File: config.mk
export PLATFORM = sky130hd
export DESIGN_NAME = tpg_timing_gen
export DESIGN_NICKNAME = d
export VERILOG_FILES = /design/src/rtl/tpg_pkg.sv /design/src/rtl/tpg_axis_counter.sv /design/src/rtl/tpg_timing_gen.sv
export SDC_FILE = /design/constraint.sdc
export NUM_CORES = 1
export LEC_CHECK = 0
export BUFFER_PORTS_ARGS = -buffer_cell sky130_fd_sc_hd__buf_4
export CORE_MARGIN = 4
export CORE_UTILIZATION = 50
export CTS_CLUSTER_DIAMETER = 120
export DETAILED_ROUTE_END_ITERATION = 8
export GPL_TIMING_DRIVEN = 0
export PLACE_DENSITY = 0.73
export RECOVER_POWER = 100
export REMOVE_ABC_BUFFERS = 1
export SYNTH_ARGS = -nofsm -noshare
export SYNTH_HDL_FRONTEND = slang
export SYNTH_SLANG_ARGS = --single-unit
File: constraint.sdc
create_clock -name clk_i -period 2.32 [get_ports clk_i]
set_input_delay 0.348 -clock clk_i [delete_from_list [all_inputs] [get_ports clk_i]]
set_output_delay 0.348 -clock clk_i [all_outputs]
set_load 0.02 [all_outputs]
File: src/rtl/tpg_pkg.sv
// Shared types and constants for the test-pattern / video-timing generator.
package tpg_pkg;

  typedef enum logic [1:0] {
    PAT_BARS  = 2'd0,
    PAT_RAMP  = 2'd1,
    PAT_CHECK = 2'd2,
    PAT_SOLID = 2'd3
  } pattern_e;

  typedef enum logic [1:0] {
    ACT  = 2'd0,
    FP   = 2'd1,
    SYNC = 2'd2,
    BP   = 2'd3
  } axis_state_e;

  typedef enum logic {
    CTRL_IDLE = 1'b0,
    CTRL_RUN  = 1'b1
  } ctrl_state_e;

  // {R,G,B} lane enables: white, yellow, cyan, green, magenta, red, blue, black
  localparam logic [2:0] BAR_RGB [8] = '{
    3'b111, 3'b110, 3'b011, 3'b010, 3'b101, 3'b100, 3'b001, 3'b000
  };

endpackage

File: src/rtl/tpg_axis_counter.sv
// One raster axis: absolute position plus an ACTIVE/FP/SYNC/BP region FSM
// advanced by a region-local counter.
module tpg_axis_counter
  import tpg_pkg::*;
#(
  parameter int CNT_BITS = 12,
  parameter int ACT_LEN  = 1920,
  parameter int FP_LEN   = 88,
  parameter int SYNC_LEN = 44,
  parameter int BP_LEN   = 148
) (
  input  logic                clk_i,
  input  logic                rst_i,
  input  logic                step_i,
  input  logic                clear_i,
  output logic [CNT_BITS-1:0] count_o,
  output axis_state_e         state_o,
  output logic                wrap_o
);

  axis_state_e         state_q;
  axis_state_e         followState;
  logic [CNT_BITS-1:0] count_q;
  logic [CNT_BITS-1:0] local_q;
  logic [CNT_BITS-1:0] regionLast;

  always_comb begin
    regionLast  = CNT_BITS'(ACT_LEN - 1);
    followState = FP;
    unique case (state_q)
      ACT: begin
        regionLast  = CNT_BITS'(ACT_LEN - 1);
        followState = FP;
      end
      FP: begin
        regionLast  = CNT_BITS'(FP_LEN - 1);
        followState = SYNC;
      end
      SYNC: begin
        regionLast  = CNT_BITS'(SYNC_LEN - 1);
        followState = BP;
      end
      BP: begin
        regionLast  = CNT_BITS'(BP_LEN - 1);
        followState = ACT;
      end
    endcase
  end

  // Last position of the axis; the caller qualifies it with its own step.
  assign wrap_o = (state_q == BP) && (local_q == regionLast);

  always_ff @(posedge clk_i) begin
    if (!rst_i || clear_i) begin
      state_q <= ACT;
      local_q <= '0;
      count_q <= '0;
    end else if (step_i) begin
      if (local_q == regionLast) begin
        state_q <= followState;
        local_q <= '0;
      end else begin
        local_q <= local_q + 1'b1;
      end
      count_q <= wrap_o ? '0 : count_q + 1'b1;
    end
  end

  assign count_o = count_q;
  assign state_o = state_q;

endmodule

File: src/rtl/tpg_timing_gen.sv
// Test-pattern and video-timing generator producing a registered vs/hs/de/data raster.
// Optional border overlay (all-ones ring on the active edge pixels) under `TPG_BORDER_EN.
module tpg_timing_gen
  import tpg_pkg::*;
#(
  parameter int   DATA_WIDTH = 24,
  parameter int   CNT_BITS   = 12,
  parameter int   H_ACTIVE   = 1920,
  parameter int   H_FP       = 88,
  parameter int   H_SYNC     = 44,
  parameter int   H_BP       = 148,
  parameter int   V_ACTIVE   = 1080,
  parameter int   V_FP       = 4,
  parameter int   V_SYNC     = 5,
  parameter int   V_BP       = 36,
  parameter logic HS_POL     = 1'b1,
  parameter logic VS_POL     = 1'b1
) (
  input  logic                  clk_i,
  input  logic                  rst_i,
  input  logic                  en_i,
  input  logic [1:0]            pattern_i,
  input  logic [DATA_WIDTH-1:0] color_i,
  output logic                  vs_o,
  output logic                  hs_o,
  output logic                  de_o,
  output logic [DATA_WIDTH-1:0] data_o,
  output logic                  frame_start_o
);

  localparam int BW    = H_ACTIVE / 8;
  localparam int LANES = DATA_WIDTH / 8;

  ctrl_state_e           ctrl_q;
  pattern_e              pattern_q;
  logic [DATA_WIDTH-1:0] color_q;
  logic                  de_q;
  logic                  hs_q;
  logic                  vs_q;
  logic                  fs_q;
  logic [DATA_WIDTH-1:0] data_q;

  logic [CNT_BITS-1:0]   hc;
  logic [CNT_BITS-1:0]   vc;
  axis_state_e           hState;
  axis_state_e           vState;
  logic                  hWrap;
  logic                  vWrap;
  logic                  running;
  logic                  active;
  logic                  frameWrap;
  logic [2:0]            barIdx;
  logic [2:0]            barRgb;
  logic [DATA_WIDTH-1:0] barPix;
  logic [DATA_WIDTH-1:0] pixel;

  assign running   = (ctrl_q == CTRL_RUN);
  assign active    = (hState == ACT) && (vState == ACT);
  assign frameWrap = hWrap && vWrap;

  tpg_axis_counter #(
    .CNT_BITS (CNT_BITS),
    .ACT_LEN  (H_ACTIVE),
    .FP_LEN   (H_FP),
    .SYNC_LEN (H_SYNC),
    .BP_LEN   (H_BP)
  ) u_hcount (
    .clk_i   (clk_i),
    .rst_i   (rst_i),
    .step_i  (running),
    .clear_i (!running),
    .count_o (hc),
    .state_o (hState),
    .wrap_o  (hWrap)
  );

  tpg_axis_counter #(
    .CNT_BITS (CNT_BITS),
    .ACT_LEN  (V_ACTIVE),
    .FP_LEN   (V_FP),
    .SYNC_LEN (V_SYNC),
    .BP_LEN   (V_BP)
  ) u_vcount (
    .clk_i   (clk_i),
    .rst_i   (rst_i),
    .step_i  (running && hWrap),
    .clear_i (!running),
    .count_o (vc),
    .state_o (vState),
    .wrap_o  (vWrap)
  );

  // Bar index from a descending comparator chain so the lowest matching bar wins.
  always_comb begin
    barIdx = 3'd7;
    for (int k = 7; k >= 0; k--) begin
      if (hc < CNT_BITS'((k + 1) * BW)) barIdx = 3'(k);
    end
    barRgb = BAR_RGB[barIdx];
    barPix = '0;
    for (int l = 0; l < LANES; l++) begin
      barPix[l*8 +: 8] = {8{barRgb[l % 3]}};
    end

    pixel = '0;
    unique case (pattern_q)
      PAT_BARS:  pixel = barPix;
      PAT_RAMP:  pixel = {LANES{hc[7:0]}};
      PAT_CHECK: pixel = {DATA_WIDTH{hc[5] ^ vc[5]}};
      PAT_SOLID: pixel = color_q;
    endcase
`ifdef TPG_BORDER_EN
    if (hc == '0 || hc == CNT_BITS'(H_ACTIVE - 1) ||
        vc == '0 || vc == CNT_BITS'(V_ACTIVE - 1)) begin
      pixel = '1;
    end
`endif
  end

  always_ff @(posedge clk_i) begin
    if (!rst_i) begin
      ctrl_q    <= CTRL_IDLE;
      pattern_q <= PAT_BARS;
      color_q   <= '0;
      de_q      <= 1'b0;
      hs_q      <= ~HS_POL;
      vs_q      <= ~VS_POL;
      fs_q      <= 1'b0;
      data_q    <= '0;
    end else begin
      de_q   <= 1'b0;
      hs_q   <= ~HS_POL;
      vs_q   <= ~VS_POL;
      fs_q   <= 1'b0;
      data_q <= '0;
      unique case (ctrl_q)
        CTRL_IDLE: begin
          if (en_i) begin
            ctrl_q    <= CTRL_RUN;
            pattern_q <= pattern_e'(pattern_i);
            color_q   <= color_i;
          end
        end
        CTRL_RUN: begin
          de_q   <= active;
          hs_q   <= (hState == SYNC) ? HS_POL : ~HS_POL;
          vs_q   <= (vState == SYNC) ? VS_POL : ~VS_POL;
          fs_q   <= (hc == '0) && (vc == '0);
          data_q <= active ? pixel : '0;
          // Enable only matters at the frame wrap, so frames are never cut short.
          if (frameWrap) begin
            if (en_i) begin
              pattern_q <= pattern_e'(pattern_i);
              color_q   <= color_i;
            end else begin
              ctrl_q <= CTRL_IDLE;
            end
          end
        end
      endcase
    end
  end

  assign de_o          = de_q;
  assign hs_o          = hs_q;
  assign vs_o          = vs_q;
  assign frame_start_o = fs_q;
  assign data_o        = data_q;

endmodule

After elaboration in Yosys (flattened, before gate mapping)

Memories as Yosys holds them, arrays and structs flattened.
Index checks and enable logic that the tools add are counted.

$add $sub $neg: 4
Multiply operators: 0
Div/mod/pow operators: 0
Magnitude comparators: 8
Equal/unequal tests: 12
Shift operators: 0
Muxes and demuxes: 29
Bitwise operators: 3
Reductions and logical operators: 18

Operators with widths:

| kind                    | number |
|---|---|
| $pmux W12 S4            | 2 |
| $pmux W24 S4            | 1 |
| $add A12 B1 Y12 const B | 4 |
| $mux W12                | 4 |
| $mux W24                | 2 |
| $pmux W24 S2            | 1 |
| $lt A12 B11 Y1 const B  | 3 |
| $eq A12 B12 Y1          | 2 |
| $logic_not A12 Y1       | 2 |
| $lt A12 B10 Y1 const B  | 2 |
| $mux W3                 | 7 |
| $pmux W2 S4             | 2 |
| $eq A2 B2 Y1 const B    | 6 |
| $lt A12 B8 Y1 const B   | 1 |
| $lt A12 B9 Y1 const B   | 1 |
| $eq A2 B1 Y1 const B    | 3 |
| $logic_and A1 B1 Y1     | 6 |
| $logic_not A2 Y1        | 3 |
| $mux W2                 | 3 |
| $reduce_and A2 Y1       | 3 |
| $mux W1                 | 5 |
| $ge A4 B4 Y1 const B    | 1 |
| $not A3 Y4              | 1 |
| $pmux W2 S2             | 1 |
| 7 further kinds         | 8 |

Flip-flop bits (word level): 107
Bits in latches: 0
RAM bits: 0
Bits in read-only memories: 24
Input bits: 29
Output and inout port bits: 28
Word-level logic and storage cells: 89
Memories: 1

Memories:

| name             | words | bits a word | read ports | clocked after memory_dff | write ports | line                 | source |
|---|---|---|---|---|---|---|---|
| (name not given) | 8     | 3           | 1          | 0                        | 0           | tpg_timing_gen.sv:99 | `barRgb = BAR_RGB[barIdx];` |

Longest topological paths before layout

Gate-level depths: netlist of the first run.

Depth after elaboration: 13
Gate-level depth with buffers: 9
Depth with buffers taken out: 7

Hierarchy

Synthesis of the first run repeated with hierarchy kept, for this count alone.

Cells, all modules: 591
Area, all modules: 5170.0 µm²

By module, submodules not included:

| module                      | times used | cells each | area each (µm²) | sequential area each (µm²) |
|---|---|---|---|---|
| tpg_timing_gen              | 1          | 286        | 2428.6          | 1101.1 |
| tpg_axis_counter (u_hcount) | 1          | 154        | 1410.1          | 520.5 |
| tpg_axis_counter (u_vcount) | 1          | 151        | 1331.3          | 520.5 |

Least setup slack after synthesis of the first run

Ideal clock, no wire load.

Path kind: register to register
Start point: reg u_vcount.state_q[0], in the netlist u_vcount.state_o[0]
End point: reg color_q[10]
Library setup time: 72 ps
Arrival: 2343 ps
Required time: 2248 ps
Slack: -95 ps
Stages on the path, launching flop included: 10
Buffers on the path: 2
Clock period less this slack: 2415 ps
Cell sequence: dfxtp_1 > inv_1 > ha_1 > or3_4 > a2111oi_4 > o2111ai_4 > o32ai_2 > buf_6 > buf_12 > mux2i_1

Cells in the longest elaborated chain, start to end: 6
Elaborated cells between the ends (all ways): 9
Classes of those cells: eq/ne (5); mux (1); reduce/logical (3)

RTL lines:

| element                                    | line                                           | source |
|---|---|---|
| start, declared                            | tpg_axis_counter.sv:21                         | `axis_state_e state_q;` |
| start signal, assigned                     | tpg_axis_counter.sv:60                         | `state_q <= followState;` |
| $eq A2 B2 Y1, or another cell as far along | tpg_axis_counter.sv:30, tpg_axis_counter.sv:51 |  |
| $pmux W12 S4                               | tpg_axis_counter.sv:30                         | `unique case (state_q)` |
| $eq A12 B12 Y1                             | tpg_axis_counter.sv:51                         | `assign wrap_o = (state_q == BP) && (local_q == regionLast);` |
| $logic_and A1 B1 Y1 (*)                    | tpg_axis_counter.sv:51                         |  |
| $logic_and A1 B1 Y1 (*)                    | tpg_timing_gen.sv:59                           | `assign frameWrap = hWrap && vWrap;` |
| $ne A2 B1 Y1 (no line) (*)                 | --                                             |  |
| end signal, assigned                       | tpg_timing_gen.sv:141                          | `color_q <= color_i;` |
| end signal, assigned                       | tpg_timing_gen.sv:154                          | `color_q <= color_i;` |
| end, declared                              | tpg_timing_gen.sv:36                           | `logic [DATA_WIDTH-1:0] color_q;` |

Every way passes the cells marked *; elsewhere a longest branch is shown, timed or not. The select of a mux whose other input is x is not followed.
A chain may end at the register's enable or synchronous reset.

Final worst setup path of the first run

Start point: reg u_vcount.state_q[1], in the netlist u_vcount.state_o[1]
End point: reg color_q[16]

The elaborated chain is that of the path after synthesis.

==> results.cfg, run 1 <==
[outcome]
outcome = complete, but fails checks
violations = setup timing

[sta]
fin_crit_sh = 1.01
fin_hold_ws_ns = 0.207
finalClockSkew_ns = 0.0184
relSlewSlack = 0.395
final-hold-violation-count = 0
post-route-min-period_ns = 2.35
setup_violations = 2
worst_pin_slew_ns = 0.907
fmaxAchievable_mhz = 425
finalWorstSetupSlack_ns = -0.0338
setup-tns-final_ns = -0.0408
rsz0062_at_grt = yes
maxSlewViolCount = 0

[clock_network]
numCtsBuffers = 9
cts_root_buf = clkbuf_8
cts_sinks = 107
clk_path_buf_depth = 2
insertion_delay_ns = 0.38
holdBufCountCts = 0
cts_tree = done
clk_pin_slew_worst_paths_ns = 0.11
htree_num_levels = 3

[power_and_ir_drop]
cellLeakagePower_nw = 2.17
ir_drop_mv = 0.295
power_density_mw_per_mm2 = 578
power_mw = 3.39

[logic_synthesis]
yosysMostFrequentCell = nand2_1
synth_area_per_cell_sq_um = 8.71
synth_area_leaders = dfxtp_1 44%, nand2_1 8.3%, mux2i_1 5.5%
synthArstFlopShare = 0
synth_seq_cells = 107
yosysUniqueCellTypes = 49
synth_top_area_cell = dfxtp_1
synth-edff-count = 0
yosys_warnings = 0
synthesis.area_sq_mm = 0.00490
synth_top_area_frac = 0.437
ys_dominant_reg_cell = dfxtp_1
synth_common_cells = 108 x nand2_1, 107 x dfxtp_1, 53 x nor2_1
postSynthCellCount = 563
synth-seq-area-share = 0.437

[floorplan]
fp.dieArea_sq_mm = 0.0115
dieHeight_um = 107
fp.coreArea_sq_mm = 0.00937
dieWidth_um = 107
initial_core_util = 0.523
rows = 35
pin_count = 57

[place]
io_buffers = 56
pre_cts_slack_ns = -0.934
place.gp.congestion = 0.861
dpl.hpwl_um = 7510
place_area_sq_mm = 0.00536
dp.cells = 717

[worst_setup_path]
slowest_delay_ns = 0.35
crit_path_end_kind = flop
cp_max_fo = 7
crit_family = compound AO/OA/AOI/OAI gates
arrival_ns = 2.66
crit_chain = inv_2 -> ha_4 -> or3_4 -> a2111oi_4 -> o2111ai_4 -> o32ai_4 -> buf_6 -> buf_16 -> mux2i_2
critical_path_class = flop to flop
start_kind = flop
cpMaxStageDelayCell = dfxtp_2
cp.buffers_inverters = 3
crit_required_ns = 2.63

[global_routing]
overflow = 0
grt_pass1_vias = 3978
grt_pass1_wl_um = 18500
grt_usage = 0.197
grt_max_degree = 58
antenna_found_initial = 0

[route]
drt-initial-drc-count = 190
vias = 4120
wire_per_inst_um = 14.9
detail-route-antenna-nets = 0
first_pass_iters = 4
routed_via_density = 5.49
drc = 0
routed_wl_um = 11200

[final_layout]
fin_util = 0.626
syn_to_final_growth_pct = 19.8
final_nets = 661
stdcell_count = 751
fin_area_sq_mm = 0.00587
diodes = 0
drive_gt1_frac = 0.195

[worst_hold_path]
hp-class = input port to flop

[job]
maxCapViolCount = 0
## placed cells by master, fill, tap and decap left out, drive strengths merged, types with 2 or more instances in the layout
cell     Yosys  layout
and3         9       9
buf          5      75
or4          3       3
and4         3       3
inv         13      17
nand2      108     108
a41oi        8       8
nor4        12      12
a21oi       14      14
or3          5       5
o21ai        7       7
mux2i       27      27
nor2b        4       4
nor3        15      15
nand4       15      15
and2         4       4
nor2        53      53
nand3       18      18
xnor2       29      29
o2111ai      2       2
and3b        2       2
clkbuf      27      10
nand3b       2       2
o21bai       2       2
ha          15      15
xor2        16      16
o31ai        3       3
dfxtp      107     107
nor3b        4       4
a31oi       16      16
o21a         3       3
## routing by layer
metal | up-vias | global-route usage | part of all wire
met5 | - | 0 | 0
met4 | 0 | 0.0648 | 0.016
met3 | 12 | 0.0337 | 0.032
met2 | 79 | 0.336 | 0.49
met1 | 1978 | 0.253 | 0.46
li1 | 2051 | - | -
## worst reg2reg max path: cells and delay by family, from the launching register on
family,cells,cell delay [ns]
mux,1,0.22
compound gates,3,0.87
flops,1,0.35
fa+ha+maj,1,0.16
buf+inv,3,0.36
simple gates,1,0.33
## what timing repair did
action,in CTS,in global routing
pin swaps,7,4
buffers inserted,9,8
endpoints found under the setup margin,76,86
resized for setup,23,16
gates cloned,1,0
## registers in the layout (all words and copies together), names as in the netlist, 2 cells and up
name,count
color_q,24
data_o,24
u_hcount.count_o,12
u_hcount.local_q,12
u_vcount.count_o,12
u_vcount.local_q,12
pattern_q,2
u_hcount.state_o,2
u_vcount.state_o,2
## cells by family (layout without fill, tap and decap cells)
group                    after synthesis  in the layout  share of synthesized area
AND/OR/NAND/NOR                      258            258                      0.246
flip-flops                           107            107                      0.437
AO/OA/AOI/OAI                         65             65                     0.0983
XOR/XNOR                              45             45                     0.0804
buffers and inverters                 45            104                     0.0431
multiplexers                          27             27                     0.0551
adder cells (fa/ha/maj)               16             16                     0.0403
## report_power, final
| part | leakage, nW | internal [mW] | total [mW] | switching [mW] |
|---|---|---|---|---|
| Combinational | 1.21 | 0.160 | 0.349 | 0.189 |
| Clock | 0.0898 | 0.413 | 1.10 | 0.686 |
| Sequential | 0.874 | 1.90 | 1.94 | 0.0386 |
| Total | 2.17 | 2.48 | 3.39 | 0.914 |
## final cells by class
class	count	area, sq um
clock buffer	10	128
inverter	13	51.3
clock inverter	6	53.8
multi-input combinational	411	2690
fill	814	3500
sequential	107	2150
timing repair buffer	75	636
tap	129	161
## final timing paths
path | startpoint | endpoint | slack [ns] | cells after the start
setup / recovery | u_vcount.state_o[1]$_SDFFE_PN0P_ | color_q[16]$_SDFFE_PN0P_ | -0.03 | 9
hold / removal | color_i[9] | color_q[9]$_SDFFE_PN0P_ | 0.21 | 3
setup reg to reg | u_vcount.state_o[1]$_SDFFE_PN0P_ | color_q[16]$_SDFFE_PN0P_ | -0.03 | 9
hold reg to reg | color_q[10]$_SDFFE_PN0P_ | color_q[10]$_SDFFE_PN0P_ | 0.47 | 2
Note: power is estimated with default switching activity, not from simulation.
==> inputs of run 2 (changes only) <==
--- a/config.mk
+++ b/config.mk
@@ -5,15 +5,17 @@
 export SDC_FILE = /design/constraint.sdc
 export NUM_CORES = 1
 export LEC_CHECK = 0
+export ABC_AREA = 0
 export BUFFER_PORTS_ARGS = -buffer_cell sky130_fd_sc_hd__buf_4
 export CORE_MARGIN = 4
 export CORE_UTILIZATION = 50
 export CTS_CLUSTER_DIAMETER = 120
 export DETAILED_ROUTE_END_ITERATION = 8
 export GPL_TIMING_DRIVEN = 0
-export PLACE_DENSITY = 0.73
+export PLACE_DENSITY = 0.72
 export RECOVER_POWER = 100
 export REMOVE_ABC_BUFFERS = 1
 export SYNTH_ARGS = -nofsm -noshare
 export SYNTH_HDL_FRONTEND = slang
+export SYNTH_HIERARCHICAL = 1
 export SYNTH_SLANG_ARGS = --single-unit
==> results.cfg, run 2 <==
[final_layout]
final_cell_mix = 102 x dfxtp_1, 83 x nand2_1, 70 x buf_4
drive_gt1_frac = 0.258
final_common_cell = dfxtp_1
nFillCells = 854
final_nets = 690
diodes = 0
syn_to_final_growth_pct = 21.7

[sta]
setup_violations = 2
final-hold-violation-count = 0
fin_crit_sh = 1.02
relSlewSlack = 0.344
post-route-min-period_ns = 2.38
rsz0062_at_grt = yes
finalClockSkew_ns = 0.0152
finalWorstSetupSlack_ns = -0.0555
maxSlewViolCount = 0
worst_pin_slew_ns = 0.983
fmaxAchievable_mhz = 421
setup-tns-final_ns = -0.105

[place]
place.gp.congestion = 0.785
pre_cts_slack_ns = -0.982
io_buffers = 56
dpl.hpwl_um = 7720

[logic_synthesis]
yosysMostFrequentCell = dfxtp_1
ys_dominant_reg_cell = dfxtp_1
postSynthCellCount = 591
synth_area_leaders = dfxtp_1 41%, nand2_1 7.0%, a21boi_0 3.9%
synth-seq-area-share = 0.414
yosysUniqueCellTypes = 67
synth_area_per_cell_sq_um = 8.75
synthArstFlopShare = 0
synth_top_area_frac = 0.414
synth_common_cells = 107 x dfxtp_1, 96 x nand2_1, 41 x nor2_1
synth-edff-count = 0
synthesis.area_sq_mm = 0.00517
synth_top_area_cell = dfxtp_1
synth_seq_cells = 107
yosys_warnings = 6

[floorplan]
fp.coreArea_sq_mm = 0.00991
fp.dieArea_sq_mm = 0.0120
rows = 36
dieWidth_um = 110
initial_core_util = 0.522
pin_count = 57
dieHeight_um = 110

[worst_setup_path]
crit_path_end_kind = flop
critical_path_class = flop to flop
start_kind = flop
arrival_ns = 2.65
crit_required_ns = 2.60
cp_max_fo = 5

[route]
drt-initial-drc-count = 262
drc = 0
detail-route-antenna-nets = 0
wire_per_inst_um = 16.6
first_pass_iters = 5
routed_via_density = 5.81
routed_wl_um = 13100
vias = 4581

[clock_network]
numCtsBuffers = 9
clk_pin_slew_worst_paths_ns = 0.11
insertion_delay_ns = 0.37
htree_num_levels = 3
clk_path_buf_depth = 2
holdBufCountCts = 0
cts_tree = done
cts_root_buf = clkbuf_8
cts_sinks = 107

[power_and_ir_drop]
ir_drop_mv = 0.321
power_density_mw_per_mm2 = 549
cellLeakagePower_nw = 2.27

[outcome]
violations = setup timing
outcome = complete, but fails checks

[worst_hold_path]
hp-class = input port to flop

[global_routing]
grt_max_degree = 34
grt_pass1_vias = 4255
grt_pass1_wl_um = 20100
grt_usage = 0.207
antenna_found_initial = 0
overflow = 0

[job]
maxCapViolCount = 0
[run 2: cell count changes in the layout (fill, tap and decap cells not counted), sizes merged, moves of 14 or more]
| cell | change |
|---|---|
| mux2i | -22 |
| a21boi | +28 |
| a21oi | +17 |
| a31oi | -15 |
| a221oi | +14 |
| xnor2 | -14 |
[run 2: critical path, cell delays in order (launching register included)]
cell	delay, ns
dfxtp_4	0.38
inv_2	0.06
ha_4	0.19
nor4_4	0.31
nor2_2	0.11
nor3_4	0.21
and2_4	0.21
nand4_1	0.14
nor3_2	0.27
and3_1	0.20
xnor2_1	0.12
nor2_1	0.06
[run 2: cells by family (layout without fill, tap and decap cells)]
family / Yosys count / after routing / share of synthesized area
buffers and inverters: 51 / 106 / 0.0392
AND/OR/NAND/NOR: 240 / 248 / 0.235
XOR/XNOR: 38 / 38 / 0.0658
adder cells (fa/ha/maj): 12 / 12 / 0.0286
flip-flops: 107 / 107 / 0.414
AO/OA/AOI/OAI: 129 / 130 / 0.188
multiplexers: 14 / 14 / 0.0293
[run 2: power by group]
part,switching (mW),leakage [nW],internal (mW)
Combinational,0.188,1.30,0.139
Sequential,0.0457,0.874,1.89
Clock,0.675,0.0999,0.520
Total,0.909,2.27,2.55
[run 2: metrics by stage]
step,hold WS [ns],cells,utilization,instance area [sq um],total power [mW]
after CTS,0.219,775,0.608,6020,3.44
after detailed placement,0.458,748,0.568,5630,2.24
final,0.213,788,0.635,6290,3.45
after global routing,0.214,788,0.635,6290,3.59
after floorplan,0.440,559,-,5040,2.11
after global placement,0.450,748,0.568,5630,2.24
[run 2: area by class of cell]
type,instances,area [sq um],share of cell area
Inverter,19,71.3,0.0113
Clock buffer,9,124,0.0197
Tap cell,133,166,0.0265
Multi-Input combinational cell,442,3140,0.499
Timing Repair Buffer,71,546,0.0867
Clock inverter,7,85.1,0.0135
Sequential cell,107,2160,0.343
[run 2: repair_timing]
action / CTS / global route
endpoints found under the setup margin: 76 / 72
gates cloned: 3 / 6
pin swaps: 11 / 23
resized for setup: 27 / 65
buffers inserted: 8 / 8
[run 2: per-layer routing]
layer	share of wire	wire length (um)	GRT usage	up-vias
met5	0	0	0	-
met4	0.012	155	0.0588	0
met3	0.073	953	0.0429	20
met2	0.50	6470	0.362	159
met1	0.42	5490	0.257	2174
li1	-	-	-	2228
[run 2: path summary, 6_finish.rpt]
path	depth (start not counted)	slack (ns)	start	to
min	3	0.21	color_i[13]	color_q[13]$_SDFFE_PN0P_
min reg2reg	2	0.46	color_q[13]$_SDFFE_PN0P_	color_q[13]$_SDFFE_PN0P_
max reg2reg	11	-0.06	u_hcount/state_o[0]$_SDFFE_PP0P_	u_vcount/local_q[11]$_SDFFE_PP0P_
max	11	-0.06	u_hcount/state_o[0]$_SDFFE_PP0P_	u_vcount/local_q[11]$_SDFFE_PP0P_
